==> src/rtl/scalar_writeback_stage.sv <==
// scalar_writeback_stage: 2-entry skid buffer that retires ALU results in order to the
// register file and resolves branches/JAL into a registered PC redirect plus flush pulse.
module scalar_writeback_stage #(
  parameter int DATA_LEN       = 32,
  parameter int SCALAR_REG_LEN = 64,
  parameter int REG_INDEX_SIZE = 5
) (
  input  logic                      clk,
  input  logic                      rst,
  input  logic                      in_valid,
  output logic                      in_ready,
  input  logic [SCALAR_REG_LEN-1:0] in_result,
  input  logic [1:0]                in_sign_bits,
  input  logic [1:0]                in_kind,
  input  logic [2:0]                in_branch_func,
  input  logic [REG_INDEX_SIZE-1:0] in_rd,
  input  logic [DATA_LEN-1:0]       in_pc,
  input  logic [DATA_LEN-1:0]       in_target,
  input  logic                      rf_ready,
  output logic                      rf_we,
  output logic [REG_INDEX_SIZE-1:0] rf_waddr,
  output logic [SCALAR_REG_LEN-1:0] rf_wdata,
  output logic                      redirect_valid,
  output logic [DATA_LEN-1:0]       redirect_pc,
  output logic                      flush,
  output logic                      err,
  output logic [31:0]               retire_cnt
);
  // ALU sign codes: POS=0, ZERO=1, NEG=2
  localparam logic [1:0] ZERO = 2'd1, NEG = 2'd2;
  localparam logic [1:0] K_WB = 2'd1, K_BR = 2'd2, K_JAL = 2'd3;
  typedef struct packed {
    logic [SCALAR_REG_LEN-1:0] result;
    logic [1:0]                sign;
    logic [1:0]                kind;
    logic [2:0]                func;
    logic [REG_INDEX_SIZE-1:0] rd;
    logic [DATA_LEN-1:0]       pc;
    logic [DATA_LEN-1:0]       target;
  } entry_t;
  typedef enum logic [1:0] {EMPTY, ONE, TWO} state_t;
  state_t state_q, state_d;
  entry_t e0_q, e1_q, e0_d, e1_d, new_e;
  logic acc, ret, wr, need_rf, taken, bad, redir, slot0;
  assign in_ready = !rst && state_q != TWO;
  assign acc = in_valid && in_ready;
  assign new_e = {in_result, in_sign_bits, in_kind, in_branch_func, in_rd, in_pc, in_target};
  assign wr = e0_q.kind == K_WB || e0_q.kind == K_JAL;
  assign need_rf = wr && e0_q.rd != '0;
  assign ret = state_q != EMPTY && (!need_rf || rf_ready);
  assign bad = e0_q.kind == K_BR && e0_q.func[1];
  assign redir = ret && (e0_q.kind == K_JAL || (e0_q.kind == K_BR && taken));
  always_comb begin
    taken = e0_q.func == 3'b000 ? e0_q.sign == ZERO :
            e0_q.func == 3'b001 ? e0_q.sign != ZERO :
            e0_q.func == 3'b100 ? e0_q.sign == NEG  :
            e0_q.func == 3'b101 ? e0_q.sign != NEG  : 1'b0;
    slot0 = state_q == EMPTY || (state_q == ONE && ret);
    e0_d = ret ? e1_q : e0_q;
    e1_d = e1_q;
    if (acc && slot0) e0_d = new_e;
    if (acc && !slot0) e1_d = new_e;
    // a redirecting retire discards the younger entry and any same-edge accept
    state_d = redir ? EMPTY :
              state_q == EMPTY ? (acc ? ONE : EMPTY) :
              state_q == ONE ? (acc && !ret ? TWO : (!acc && ret ? EMPTY : ONE)) :
              (ret ? ONE : TWO);
  end
  always_ff @(posedge clk) begin
    e0_q <= e0_d;
    e1_q <= e1_d;
    if (rst) begin
      state_q        <= EMPTY;
      rf_we          <= 1'b0;
      rf_waddr       <= '0;
      rf_wdata       <= '0;
      redirect_valid <= 1'b0;
      redirect_pc    <= '0;
      flush          <= 1'b0;
      err            <= 1'b0;
      retire_cnt     <= '0;
    end else begin
      state_q        <= state_d;
      rf_we          <= ret && need_rf;
      redirect_valid <= redir;
      flush          <= redir;
      if (ret && wr) begin
        rf_waddr <= e0_q.rd;
        rf_wdata <= e0_q.kind == K_JAL ? {{(SCALAR_REG_LEN-DATA_LEN){1'b0}}, e0_q.pc + DATA_LEN'(4)} : e0_q.result;
      end
      if (redir) redirect_pc <= e0_q.kind == K_JAL ? e0_q.result[DATA_LEN-1:0] : e0_q.target;
      if (ret && bad) err <= 1'b1;
      if (ret) retire_cnt <= retire_cnt + 32'd1;
    end
  end
endmodule

==> config.mk <==
export PLATFORM = sky130hd
export DESIGN_NAME = scalar_writeback_stage
export DESIGN_NICKNAME = d
export VERILOG_FILES = /design/src/rtl/scalar_writeback_stage.sv
export SDC_FILE = /design/constraint.sdc
export NUM_CORES = 1
export LEC_CHECK = 0
export CAP_MARGIN = 5
export CORE_AREA = 2 2 240 171
export CTS_BUF_LIST = sky130_fd_sc_hd__clkbuf_2
export DETAILED_ROUTE_END_ITERATION = 12
export DIE_AREA = 0 0 242 173
export PLACE_DENSITY = 0.69
export SLEW_MARGIN = 15
export SYNTH_ARGS = -nofsm -noshare
export SYNTH_HDL_FRONTEND = slang
export SYNTH_SLANG_ARGS = --single-unit
export TNS_END_PERCENT = 50
==> constraint.sdc <==
create_clock -name clk -period 16.2 [get_ports clk]
set_input_delay 3.24 -clock clk [delete_from_list [all_inputs] [get_ports clk]]
set_output_delay 3.24 -clock clk [all_outputs]
set_load 0.05 [all_outputs]
Yosys cells after proc, flatten, opt, wreduce, memory -nomap -nowiden
Cells that the tools add are included.
W data, S select, Z words.

storage, ports and cells
  bits in registers = 418
  input bits = 144
  output and inout port bits = 138
  word-level logic and storage cells = 80

operators by class
  add/subtract/negate cells = 2
  equal/unequal tests = 12
  multiplexer cells = 14
  reduce and logical (&&, ||, !) cells = 30

operator list
  cell                     number
  $mux W140                2
  $mux W64                 1
  $add A32 B1 Y32 const B  1
  $add A32 B3 Y32 const B  1
  $mux W32                 1
  $logic_and A1 B1 Y1      15
  $mux W2                  4
  $eq A2 B1 Y1 const B     3
  $eq A2 B2 Y1 const B     3
  $eq A3 B3 Y1 const B     2
  $mux W1                  6
  $logic_not A1 Y1         5
  $reduce_bool A5 Y1       1
  $logic_or A1 B1 Y1       4
  $ne A2 B2 Y1 const B     2
  $reduce_bool A2 Y1       2
  $eq A3 B1 Y1 const B     1
  $logic_not A3 Y1         1
  $logic_not A2 Y1         1
  $ne A2 B1 Y1 const B     1
  $reduce_or A2 Y1         1

Longest topological paths before layout
  word-level depth = 11
  depth in mapped cells = 8
  mapped depth without buffers = 6

Worst setup path before layout
Ideal clock, no wire load.

  path type = input to register
  start point = input port rst
  end point = register e0_q[0] (netlist name) (enable)
  setup time = 0.833 ns
  arrival time = 13.487 ns
  data required time = 15.367 ns
  setup slack = 1.880 ns
  cell stages on the path = 4
  buffers on the path = 1
  cells stage by stage = clkbuf_1 -> clkinv_1 -> o211ai_1 -> o21ai_0

between the ends
  cells in the longest elaborated chain, start to end = 5

ends and longest elaborated chain
  item                                 RTL line  text
  start, declared                      9         input logic rst,
  $logic_not A1 Y1                     45        assign in_ready = !rst && state_q != TWO;
  $logic_and A1 B1 Y1                  45
  $logic_and A1 B1 Y1                  46        assign acc = in_valid && in_ready;
  $logic_and A1 B1 Y1                  61        if (acc && slot0) e0_d = new_e;
  $reduce_bool A2 Y1 (no source line)  -
  end signal, assigned                 70        e0_q <= e0_d;
  end, declared                        43        entry_t e0_q, e1_q, e0_d, e1_d, new_e;

No other way between the ends.
A chain may end at the register's enable or synchronous reset.

Worst setup path in the final report
  start point = input port rst
  end point = output port in_ready

between the ends
  cells in the longest elaborated chain, start to end = 2

ends and longest elaborated chain
  item                 RTL line  text
  $logic_not A1 Y1     45
  $logic_and A1 B1 Y1  45
  end, declared        11        output logic in_ready,

No other way between the ends.

==> results by group <==
Setup path
  – Worst Path Max Fanout: 62
  – Worst EP arrival: 5270 ps
  – Crit path kind: input pin to primary output
  – Worst Setup Start Kind: input pin
  – Crit. End Element: primary output
  – R2R cell count: 6
  – CP required: 12,960 ps

Yosys
  – Most frequently used flop master after synthesis: edfxtp_1
  – Synth Area in Compound Gates: 8.54%
  – Simple-gate portion of the synthesized area: 10.7%
  – Multiplexer share of the synthesized area: 9.97%
  – Async SR Flop Fraction: 0%
  – Sequential fraction of the synthesis area: 66.3%
  – Ys Warns: 0
  – Synth area leaders: edfxtp_1, dfxtp_1, mux2_1
  – #FFs+latches synth: 418
  – Number of library cell types mapped by synthesis: 65
  – Synth area leader: edfxtp_1
  – Syn_nets: 1,423
  – Post-Synth Adder-Cell Area: 0.223%
  – Area share of the largest cell type after synthesis: 49.9%
  – Xor and xnor area share after synthesis: 1.56%
  – EDFF count, synth: 280
  – Synthesized instance count: 1,276
  – Post-synth top cells: edfxtp_1, nand2_1, mux2_1
  – Netlist Area Pre-Place: 0.0169 sq mm
  – Main combinational cell family by area after synthesis: simple AND/OR/NAND/NOR gates
  – Most frequent cell after synthesis: edfxtp_1
  – Avg Inst Size Synth: 13.2 sq um

Clock tree
  – Post-CTS Setup Inserts: 0
  – Total CTS buffers: 100
  – Clk Latency, worst-skew pair: 1050 ps
  – H-tree Lvls: 3
  – CTS tree: yes
  – Worst-path clk slew: 90 ps
  – Hold buffer count at CTS: 0
  – Root Driver: clkbuf_2
  – CTS Sinks: 418
  – Deepest clock path buffer count: 3
  – Cells resized by post-CTS repair: 0

Drt
  – WL/cell: 19.4 microns
  – Router iterations before antenna repair: 5
  – Remaining DRCs: 0
  – DR iter-0 viols: 876
  – ANT nets after route: 0
  – WL final: 42,800 microns
  – DR vias: 11,623
  – Vias per cell: 5.26

STA
  – Measured slew at the worst slew-check pin: 1120 ps
  – Fin Clk Skew: 101 ps
  – Final Slew Violations: 0
  – Final TNS setup: 0 ps
  – Setup WS post-layout: 7690 ps
  – Period utilization: 52.5%
  – FMAX: 118 MHz
  – Final Critical Period: 8510 ps
  – Setup violators final: 0
  – Hold WS: 455 ps
  – Final Hold Vio Count: 0
  – RSZ-0062 raised after global routing: false
  – Slew headroom: 25.5%

Run status
  – Status: finished clean

Placed design
  – Gpl congestion: 0.856
  – Setup WS pre-CTS: 7730 ps
  – Port Buffers: 281
  – Placement Cell Area: 0.0201 sq mm
  – Post-detail-place hpwl: 27,200 microns
  – Cell count after placement: 2,023

Global route
  – Gr usage total: 20.2%
  – First-pass GRT wire length: 65,800 microns
  – Grt total ovfl: 0
  – Largest net degree at the start of global routing: 141
  – Vias in the first global route: 11,508
  – Initial antenna violation count: 4

Pwr
  – Pwr Density: 100 mW/mm^2
  – Worst IR Drop VDD: 0.0517 mV
  – Tot Pwr: 2.11 mW
  – Leakage: 7.07 nW

Die
  – Height of the die: 173 microns
  – Core Area: 0.0394 sq mm
  – Die width: 242 microns
  – Row count: 61
  – # IOs: 282
  – Die area: 0.0419 sq mm
  – Initial core utilization: 42.8%

Finish
  – Area grow syn2layout: 25.0%
  – Fin util: 53.5%
  – Post-layout instance area: 0.0211 sq mm
  – Final Non-Filler Cells: 2,210
  – Nets@finish: 1,737
  – Filler Cell Count: 3,486
  – Layout cell share with drive strength beyond 1: 12.1%

Min path
  – Hold Path Cell Cnt: 2
  – Hold Crit Class: flop to flop

Job
  – Maxcap violations: 0
[worst max-delay path, cell delays in order]
cell,delay [ps]
buf_4,550
clkinv_1,470
o21a_1,270
clkdlybuf4s50_1,720
[placed cells by master, fill, tap and decap left out, drive strengths merged, types with 6 or more instances in the layout]
master         instances
edfxtp               280
clkdlybuf4s50        280
nand2                159
clkbuf               151
mux2                 143
dfxtp                138
a21oi                106
nor2                  50
a311oi                37
nand3b                32
clkinv                31
nand3                 23
nand4                 23
o21ai                 22
inv                   20
xnor2                 15
xor2                  15
nor4                  15
buf                   14
nor3                  13
or3                    8
o221ai                 8
mux2i                  7
and3                   6
a31o                   6
a211oi                 6
[path summary, 6_finish.rpt]
| check | start | endpoint | slack [ps] |
|---|---|---|---|
| worst max-delay path | rst | in_ready | 7690 |
| worst max register to register | e0_q[68] | e0_q[41] | 12310 |
| worst min register to register | rf_wdata[34] | rf_wdata[34] | 450 |
| worst min-delay path | rf_wdata[34] | rf_wdata[34] | 450 |
[layout make-up]
class / instances / area [sq um] / share of cell area (%)
sequential: 418 / 11200 / 53.0
multi-input combinational: 758 / 5290 / 25.1
timing repair buffer: 294 / 2930 / 13.9
clock buffer: 151 / 756 / 3.59
tap: 535 / 669 / 3.18
clock inverter: 34 / 183 / 0.867
inverter: 18 / 67.6 / 0.321
antenna: 2 / 5.00 / 0.0238
[where the power goes]
part | switching (mW) | total, mW | internal [mW]
sequential | 0.0240 | 1.21 | 1.19
combinational | 0.121 | 0.199 | 0.0774
clock | 0.432 | 0.701 | 0.269
[cell families (layout without fill, tap and decap cells)]
family          count (synthesis)  in the layout
simple gates                  354            354
xor+xnor                       30             30
flops                         418            418
fa+ha+maj                       3              3
compound gates                221            221
mux                           150            150
buf+inv                       100            497
other cells                     0              2
[per-layer routing]
metal | GRT usage (%) | vias up | wire (microns)
met3 | 5.90 | 69 | 2970
li1 | - | 5480 | -
met2 | 31.9 | 360 | 20200
met1 | 26.7 | 5712 | 18800
met5 | 0 | - | 11
met4 | 6.43 | 2 | 878
[sequential cells by signal, indices dropped and copies added, names as in the netlist]
register	cells
state_q	2
err	1
e1_q	140
retire_cnt	32
rf_we	1
rf_waddr	5
rf_wdata	64
e0_q	140
flush	1
redirect_pc	32
Power figures use the tool's default switching activity.
